==> src/rtl/cpu_trace_buffer_pkg.sv <==
// cpu_trace_buffer_pkg: shared state encoding, mode values and trace entry layout
package cpu_trace_buffer_pkg;
  typedef enum logic [1:0] {
    S_IDLE    = 2'd0,
    S_ARMED   = 2'd1,
    S_CAPTURE = 2'd2,
    S_DONE    = 2'd3
  } state_t;
  localparam logic MODE_FREE = 1'b0;
  localparam logic MODE_TRIG = 1'b1;
  // Entry layout, LSB first: NZCV, WB_DATA, WB_REG, WB_VALID, INSTR, PC
  localparam int OFF_NZCV    = 0;
  localparam int OFF_WB_DATA = 4;
  function automatic int off_wb_reg(int data_w);
    return 4 + data_w;
  endfunction
  function automatic int off_wb_valid(int data_w, int reg_w);
    return 4 + data_w + reg_w;
  endfunction
  function automatic int off_instr(int data_w, int reg_w);
    return 5 + data_w + reg_w;
  endfunction
  function automatic int off_pc(int data_w, int reg_w);
    return 5 + 2 * data_w + reg_w;
  endfunction
  function automatic int entry_w(int pc_w, int data_w, int reg_w);
    return pc_w + 2 * data_w + 1 + reg_w + 4;
  endfunction
endpackage

==> src/rtl/cpu_trace_buffer_trace_ram.sv <==
// trace_ram: DEPTH x W storage, synchronous write, asynchronous read, no reset
module trace_ram #(
  parameter int DEPTH = 16,
  parameter int W     = 8
) (
  input  logic                     clk,
  input  logic                     we,
  input  logic [$clog2(DEPTH)-1:0] waddr,
  input  logic [W-1:0]             wdata,
  input  logic [$clog2(DEPTH)-1:0] raddr,
  output logic [W-1:0]             rdata
);
  logic [W-1:0] mem [DEPTH];
  always_ff @(posedge clk) begin
    if (we) mem[waddr] <= wdata;
  end
  assign rdata = mem[raddr];
endmodule

==> src/rtl/cpu_trace_buffer.sv <==
// cpu_trace_buffer: retirement trace capture (free-running or PC-triggered) with show-ahead pop port
module cpu_trace_buffer
  import cpu_trace_buffer_pkg::*;
#(
  parameter int PC_W   = 8,
  parameter int DATA_W = 32,
  parameter int REG_W  = 4,
  parameter int DEPTH  = 16,
  parameter int OVF_W  = 16
) (
  input  logic                       CLK,
  input  logic                       RESET,
  input  logic                       MODE,
  input  logic                       ARM,
  input  logic                       STOP,
  input  logic [PC_W-1:0]            TRIG_PC,
  input  logic                       RETIRE,
  input  logic [PC_W-1:0]            PC_I,
  input  logic [DATA_W-1:0]          INSTR_I,
  input  logic                       WB_VALID,
  input  logic [REG_W-1:0]           WB_REG,
  input  logic [DATA_W-1:0]          WB_DATA,
  input  logic [3:0]                 NZCV_I,
  input  logic                       RD_EN,
  output logic                       RD_VALID,
  output logic [PC_W-1:0]            RD_PC,
  output logic [DATA_W-1:0]          RD_INSTR,
  output logic                       RD_WB_VALID,
  output logic [REG_W-1:0]           RD_WB_REG,
  output logic [DATA_W-1:0]          RD_WB_DATA,
  output logic [3:0]                 RD_NZCV,
  output logic [$clog2(DEPTH):0]     COUNT,
  output logic [OVF_W-1:0]           OVF_CNT,
  output logic [1:0]                 STATE_O
);
  localparam int AW = $clog2(DEPTH);
  localparam int CW = AW + 1;
  localparam int EW = entry_w(PC_W, DATA_W, REG_W);
  state_t            state, state_nx;
  logic              mode_q;
  logic [PC_W-1:0]   trig_q;
  logic [AW-1:0]     wr_ptr, rd_ptr;
  logic [CW-1:0]     cnt;
  logic [OVF_W-1:0]  ovf;
  logic [EW-1:0]     wr_entry, rd_entry, shown;
  logic              hit, wr, full, pop, last, rd_valid;
  assign hit  = RETIRE && PC_I == trig_q;
  // ARM takes priority over any retirement in the same cycle
  assign wr   = !ARM && ((state == S_CAPTURE && RETIRE) || (state == S_ARMED && hit));
  assign full = cnt == CW'(DEPTH);
  assign last = wr && mode_q == MODE_TRIG && cnt == CW'(DEPTH - 1);
  assign pop  = state == S_DONE && RD_EN && cnt != '0;
  assign wr_entry = {PC_I, INSTR_I, WB_VALID, WB_REG, WB_DATA, NZCV_I};
  trace_ram #(.DEPTH(DEPTH), .W(EW)) u_ram (
    .clk   (CLK),
    .we    (wr),
    .waddr (wr_ptr),
    .wdata (wr_entry),
    .raddr (rd_ptr),
    .rdata (rd_entry)
  );
  always_ff @(posedge CLK) begin
    if (RESET) state <= S_IDLE;
    else       state <= state_nx;
  end
  always_comb begin
    state_nx = ARM ? (MODE == MODE_FREE ? S_CAPTURE : S_ARMED) :
               state == S_ARMED ? (STOP ? S_DONE : hit ? S_CAPTURE : S_ARMED) :
               state == S_CAPTURE && (STOP || last) ? S_DONE : state;
  end
  always_ff @(posedge CLK) begin
    if (RESET) begin
      wr_ptr <= '0;
      rd_ptr <= '0;
      cnt    <= '0;
      ovf    <= '0;
      mode_q <= 1'b0;
      trig_q <= '0;
    end else if (ARM) begin
      wr_ptr <= '0;
      rd_ptr <= '0;
      cnt    <= '0;
      ovf    <= '0;
      mode_q <= MODE;
      trig_q <= TRIG_PC;
    end else if (wr) begin
      wr_ptr <= wr_ptr + AW'(1);
      if (full) begin
        rd_ptr <= rd_ptr + AW'(1);
        ovf    <= &ovf ? ovf : ovf + OVF_W'(1);
      end else begin
        cnt <= cnt + CW'(1);
      end
    end else if (pop) begin
      rd_ptr <= rd_ptr + AW'(1);
      cnt    <= cnt - CW'(1);
    end
  end
  always_comb begin
    rd_valid    = state == S_DONE && cnt != '0;
    shown       = rd_valid ? rd_entry : '0;
    RD_VALID    = rd_valid;
    RD_PC       = shown[off_pc(DATA_W, REG_W) +: PC_W];
    RD_INSTR    = shown[off_instr(DATA_W, REG_W) +: DATA_W];
    RD_WB_VALID = shown[off_wb_valid(DATA_W, REG_W)];
    RD_WB_REG   = shown[off_wb_reg(DATA_W) +: REG_W];
    RD_WB_DATA  = shown[OFF_WB_DATA +: DATA_W];
    RD_NZCV     = shown[OFF_NZCV +: 4];
    COUNT       = cnt;
    OVF_CNT     = ovf;
    STATE_O     = state;
  end
endmodule

==> config.mk <==
export PLATFORM = sky130hd
export DESIGN_NAME = cpu_trace_buffer
export DESIGN_NICKNAME = d
export VERILOG_FILES = /design/src/rtl/cpu_trace_buffer_pkg.sv /design/src/rtl/cpu_trace_buffer_trace_ram.sv /design/src/rtl/cpu_trace_buffer.sv
export SDC_FILE = /design/constraint.sdc
export NUM_CORES = 1
export LEC_CHECK = 0
export BUFFER_PORTS_ARGS = -buffer_cell sky130_fd_sc_hd__clkbuf_2
export CORE_AREA = 4 4 420 422
export DETAILED_ROUTE_END_ITERATION = 10
export DIE_AREA = 0 0 424 426
export HOLD_SLACK_MARGIN = 0.1
export RECOVER_POWER = 50
export SKIP_LAST_GASP = 1
export SLEW_MARGIN = 0
export SYNTH_ARGS = -nofsm -noshare
export SYNTH_HDL_FRONTEND = slang
export SYNTH_SLANG_ARGS = --single-unit
==> constraint.sdc <==
create_clock -name CLK -period 7.59 [get_ports CLK]
set_input_delay 0.3795 -clock CLK [delete_from_list [all_inputs] [get_ports CLK]]
set_output_delay 0.3795 -clock CLK [all_outputs]
set_load 0.05 [all_outputs]
### Word level (Yosys, flattened, before mapping)

Memory sizes are Yosys's and may differ from the RTL's. A register that Yosys moved wholly into a read port is not among the register bits.
Index checks and enable logic that the tools add are counted.

* register bits after elaboration: 40
* bits in latches: 0
* bits in writable memories: 1296
* memory bits (read-only): 0
* bits of input ports: 96
* output and inout bits: 105
* logic and storage cells: 60
* memories kept: 1

* add/sub/neg operators: 5
* multiply operators: 0
* div/mod/pow operators: 0
* order comparisons: 0
* eq/ne operators: 8
* shifts and indexed selects: 0
* muxes and demuxes: 17
* bitwise logic cells: 1
* reduce and logical (&&, ||, !) cells: 21

Memory list
* u_ram.mem: words 16, bits a word 81, read ports 1, clocked after memory_dff 1, write ports 1, RTL line cpu_trace_buffer_trace_ram.sv:13 `logic [W-1:0] mem [DEPTH];`

Operator list (number)
* $mux 81: 1
* $mux 4: 5
* $add 16x1->16 const B: 1
* $reduce_and 16->1: 1
* $mux 5: 3
* $mux 2: 6
* $logic_and 1x1->1: 10
* $add 4x1->4 const B: 2
* $eq 8x8->1: 1
* $add 5x1->5 const B: 1
* $eq 5x4->1 const B: 1
* $eq 5x5->1 const B: 1
* $reduce_bool 5->1: 1
* $sub 5x1->5 const B: 1
* $eq 2x2->1 const B: 2
* $reduce_and 2->1: 2
* $reduce_and 3->1: 1
* $reduce_bool 3->1: 1
* $eq 2x1->1 const B: 1
* $logic_or 1x1->1: 2
* $mux 1: 2
* $ne 2x1->1 const B: 1
* $ne 2x2->1 const B: 1
* $reduce_bool 2->1: 1
* other kinds (3): 3

### Longest topological paths before layout

* depth in word-level cells: 12
* mapped depth: 13

### Cells and area by module

From an unflattened synthesis, not the netlist that was laid out.

* cell total of the unflattened synthesis: 2334
* area total of the unflattened synthesis: 51067.7 um^2

By module, submodules not included
* trace_ram: instances 1, cells each 1997, area each 48435.2 um^2, seq. area each 38917.3 um^2
* cpu_trace_buffer: instances 1, cells each 337, area each 2632.5 um^2, seq. area each 800.8 um^2

### Least setup slack after synthesis

No wires, ideal clock.

* path type: register to register
* start point: register state[0] (netlist: STATE_O[0])
* end point: memory u_ram.mem[0][0] (netlist name), enable pin
* library setup time: 620 ps
* arrival time: 7312 ps
* setup slack: -341 ps
* stages on the path, launching flop included: 8
* buffers on the path: 1
* period minus slack after synthesis: 7931 ps
* path through: dfxtp_1 buf_2 nand2_1 nor4_4 nor2_2 clkinv_1 nand2_1 nor3_1

* word-level cells in the longest chain between the ends: 6

RTL lines
* start: declaration: RTL line cpu_trace_buffer.sv:39 `state_t state, state_nx;`
* start signal: assignment: RTL line cpu_trace_buffer.sv:64 `else state <= state_nx;`
* $eq 2x2->1 or $eq 2x1->1 (tied branches): RTL line cpu_trace_buffer.sv:49 `assign wr = !ARM && ((state == S_CAPTURE && RETIRE) || (state == S_ARMED && hit));`
* $logic_and 1x1->1: RTL line cpu_trace_buffer.sv:49
* $logic_or 1x1->1 *: RTL line cpu_trace_buffer.sv:49
* $logic_and 1x1->1 *: RTL line cpu_trace_buffer.sv:49
* via u_ram.we: RTL line cpu_trace_buffer_trace_ram.sv:7 `input logic we,`
* $mux 1 *: RTL line cpu_trace_buffer_trace_ram.sv:15 `if (we) mem[waddr] <= wdata;`
* $mux 1 (not written as such) *: RTL line cpu_trace_buffer_trace_ram.sv:15
* end: declaration: RTL line cpu_trace_buffer_trace_ram.sv:13

Mark *: on every way through the listed nets, which the timed path passes. The rest lies on a longest branch.

### Final worst setup path

* start point: input PC_I[4]
* end point: memory u_ram.mem[7][66] (netlist name), enable pin

* word-level cells in the longest chain between the ends: 7

RTL lines
* start: declaration: RTL line cpu_trace_buffer.sv:18 `input logic [PC_W-1:0] PC_I,`
* $eq 8x8->1: RTL line cpu_trace_buffer.sv:47 `assign hit = RETIRE && PC_I == trig_q;`
* $logic_and 1x1->1: RTL line cpu_trace_buffer.sv:47
* $logic_and 1x1->1: RTL line cpu_trace_buffer.sv:49
* $logic_or 1x1->1: RTL line cpu_trace_buffer.sv:49
* $logic_and 1x1->1: RTL line cpu_trace_buffer.sv:49
* $mux 1: RTL line cpu_trace_buffer_trace_ram.sv:15
* $mux 1 (not written as such): RTL line cpu_trace_buffer_trace_ram.sv:15

Every way passes these cells.

==> key figures <==
Clock network
  – Clk root buf: clkbuf_16
  – CTS sink count: 1340
  – Worst-Skew Late Latency: 760 ps
  – Post-CTS Resized: 0
  – Longest Clk Path Bufs: 3
  – Clock transition at path regs: ~60 ps
  – TritonCTS buffer count: approximately 140
  – H-tree levels: 4
  – TritonCTS clock tree: built

Timing
  – Total Neg Setup Slack: 0 ps
  – Final hold viol count: 0
  – Max Clock Freq: 0.193 GHz
  – RSZ-0062 raised after global routing: false
  – Slew @ Worst Pin: between 1500 and 2000 ps
  – Min Clock Period, post-route: 5190 ps
  – Final Worst Setup Slack: 2400 ps
  – Worst Skew: 39.8 ps
  – Slew Limit Fails: 32
  – Relative slew slack: -9.21%
  – Final period util: 68.4%
  – Endpoints failing setup: 0

Setup path
  – Slowest stage delay, CP: 1250 ps
  – Worst EP required: 7940 ps
  – RR Endpoint: u_ram.mem[7][66]
  – R2R setup slack: 2930 ps
  – Cell at the slowest stage of the critical path: nor2_1
  – Crit path DAT: 5540 ps
  – Critical path type: in -> reg
  – Critical Path Fanout Max: 35
  – Cell mode on critical path: clkbuf_1
  – Endpoint class of the critical path: register
  – Startpoint types: input pin
  – R2r startpoint: trig_q[4]
  – Critical path cell sequence: dlygate4sd3_1, clkbuf_1, xnor2_1, o2111ai_1, nor4_1, o21ai_0, clkbuf_1, nor2_1, buf_4
  – R2R depth: 7

Global route
  – Grt total ovfl: 0
  – Largest net degree at the start of global routing: ~140
  – Vias in the first global route: approximately 26000
  – First-pass GRT wire length: 180 mm
  – Overall Global Routing Usage: 13.6%
  – Initial antenna violation count: 7

Worst hold path
  – WHS Path Cells: 3
  – Min-Delay Startpoint: ARM
  – Hold Path End: mode_q
  – Hold WC Path Type: in -> reg

Place
  – I/O Buffers: 200
  – Post-DP Area: 55500 um^2
  – Gp weighted congestion: 0.699
  – Pre-CTS WS: roughly 3200 ps
  – Hpwl dp: ~60 mm

Floorplan
  – CORE AREA: between 150000 and 200000 um^2
  – Die height: 426 um
  – Die area: about 180000 um^2
  – Row cnt: 153
  – Chip Width: roughly 420 um
  – Number of primary I/O pins: around 200
  – Initial core utilization: approximately 30%

Detailed routing
  – Number of DRC markers in iteration 0: 2237
  – DRC viols: 0
  – TritonRoute pass-1 iters: 5
  – Vias per inst: 4.81
  – Final Routed Wirelength: around 120 mm
  – Via count: 24000
  – Antenna-violating nets left: 0
  – Routed len/inst: 24.8 um

Power
  – Leakage: around 18 nW
  – Peak VDD IR: 0.191 mV
  – Pwr per Cell Area: ~240 nW/um^2

Synth
  – Asr flop ratio synth: 0%
  – Post-synth cell types: 55
  – Post-Synth Adder-Cell Area: less than 1%
  – Mapped Cells: between 2000 and 2500
  – Syn. warnings: 0
  – Post-Synth XOR/XNOR Area: less than 1%
  – Ys flop type: edfxtp_1
  – Synth Area in Simple Gates: 2.29%
  – Register bit total from synthesis: ~1300
  – Sequential cell area fraction in the yosys report: 77.3%
  – Largest family of logic cells by synthesized area: multiplexers
  – Synth Area in Compound Gates: 0.799%
  – EDFF count, synth: 1296
  – Net count after synthesis: 2275
  – Mapped Area: 51500 um^2
  – Syn avg cell area: between 20 and 25 um^2
  – Mux cell area share after synthesis: 18.0%

Outcome
  – Status: finished, violations left
  – Violations in the final reports: capacitance limit, slew limit

Run
  – Max Cap Violations: 2

Cells and area
  – Ratio of cells with drive above 1 in the final layout: between 20 and 30%
  – Design Area, Final: 60600 um^2
  – Nets@finish: around 2600
  – Area growth syn-to-layout: 17.7%
-- cells by family after synthesis --
logic type | after synthesis
AOI/OAI and AO/OA | 60
xor gates and xnor gates | 14
adders and majority gates | 10
buffers and inverters | 121
DFF | 1340
muxes | 418
and+or+nand+nor | 206
-- flip-flops by register name (all words and copies together) (netlist names), named ones only --
signal	cells
rd_ptr	4
mode_q	1
STATE_O	2
wr_ptr	4
OVF_CNT	16
trig_q	8
COUNT	5
u_ram.mem	1296
-- cells in the final DEF (no fill, tap or decap), types with 8 or more instances in the layout --
master and instances:
edfxtp_1 1296, mux4_2 405, clkbuf_16 141, clkbuf_1 137, dlygate4sd3_1 100, clkbuf_2 95, nor2b_1 84, dfxtp_1 40
buf_4 32, clkinv_1 28, nor2_1 26, clkinv_2 23, nand2_1 19, a21oi_1 18, o21ai_0 13, mux2i_1 13
nand3_1 12, nor2_4 11, buf_12 11, ha_1 9, xnor2_1 8, inv_1 8, or4_1 8
-- report_power, final --
group / internal, mW / switching [mW] / total [mW]
Combinational: 0.0786 / 0.155 / 0.233
Sequential: 8.12 / 0.00744 / 8.13
Clock: 3.62 / 2.80 / 6.42
Total: 11.8 / 2.96 / 14.8
-- final cells by class --
type                            instances  area [um^2]
Fill cell                           16100       112000
Sequential cell                      1340        39800
Multi-Input combinational cell        708        11200
Clock buffer                          174         3670
Tap cell                             2325         2910
Timing Repair Buffer                  344         2330
Clock inverter                         75          628
Inverter                                9         33.8
Antenna cell                            4         10.0
-- worst max-delay path by stage --
stage,start,to,slack [ps],cells after the start
after detailed placement,PC_I[0],u_ram.mem[8][15],3150,9
after global placement,PC_I[0],u_ram.mem[8][10],3220,9
after global routing,PC_I[4],u_ram.mem[7][66],1860,9
after CTS,register,RD_WB_DATA[9],2790,5
after floorplan,STATE_O[0],u_ram.mem[12][0],1830,7
final,PC_I[4],u_ram.mem[7][66],2400,9
-- what timing repair did --
item / in CTS / in global routing
endpoints found under the hold margin: 1315 / 0
hold buffers: 100 / 0
buffers inserted: 0 / 0
-- per-stage QoR --
stage          std cells  hold WS (ps)  total power [mW]  utilization, %
4_1_cts             4975           178              15.0            35.1
3_5_place_dp        4626           476              8.48            32.1
6_report            4979           263              14.8            35.0
3_3_place_gp        4626           466              8.47            32.1
5_1_grt             4976           226              15.3            35.0
2_1_floorplan       2169           437              8.35               -
-- Yosys cell counts, types with 9 or more instances --
cell type  number  area [um^2]
a21oi_1        18         90.1
buf_1          16         60.1
buf_2          14         70.1
buf_4          20          150
buf_6           9          101
clkbuf_1       53          199
dfxtp_1        44          881
edfxtp_1     1296        38900
ha_1            9          113
mux2i_1        13          130
mux4_2        405         9120
nand2_1        19         71.3
nand3_1        12         60.1
nor2_1         35          131
nor2b_1        84          526
o21ai_0        10         50.1
-- layer usage --
metal,share of wire [%],vias up,track usage (%)
met5,0.011,-,0
met4,2.0,2,3.59
met3,4.8,164,2.54
met2,50,662,22.5
met1,43,13100,18.6
li1,-,10000,-
-- worst max-delay path: cells and delay by family --
family / cells / cell delay (ps)
and+or+nand+nor: 2 / 2160
AOI/OAI and AO/OA: 2 / 440
buffers and inverters: 4 / 2310
xor gates and xnor gates: 1 / 200
Note: power is estimated with default switching activity, not from simulation.
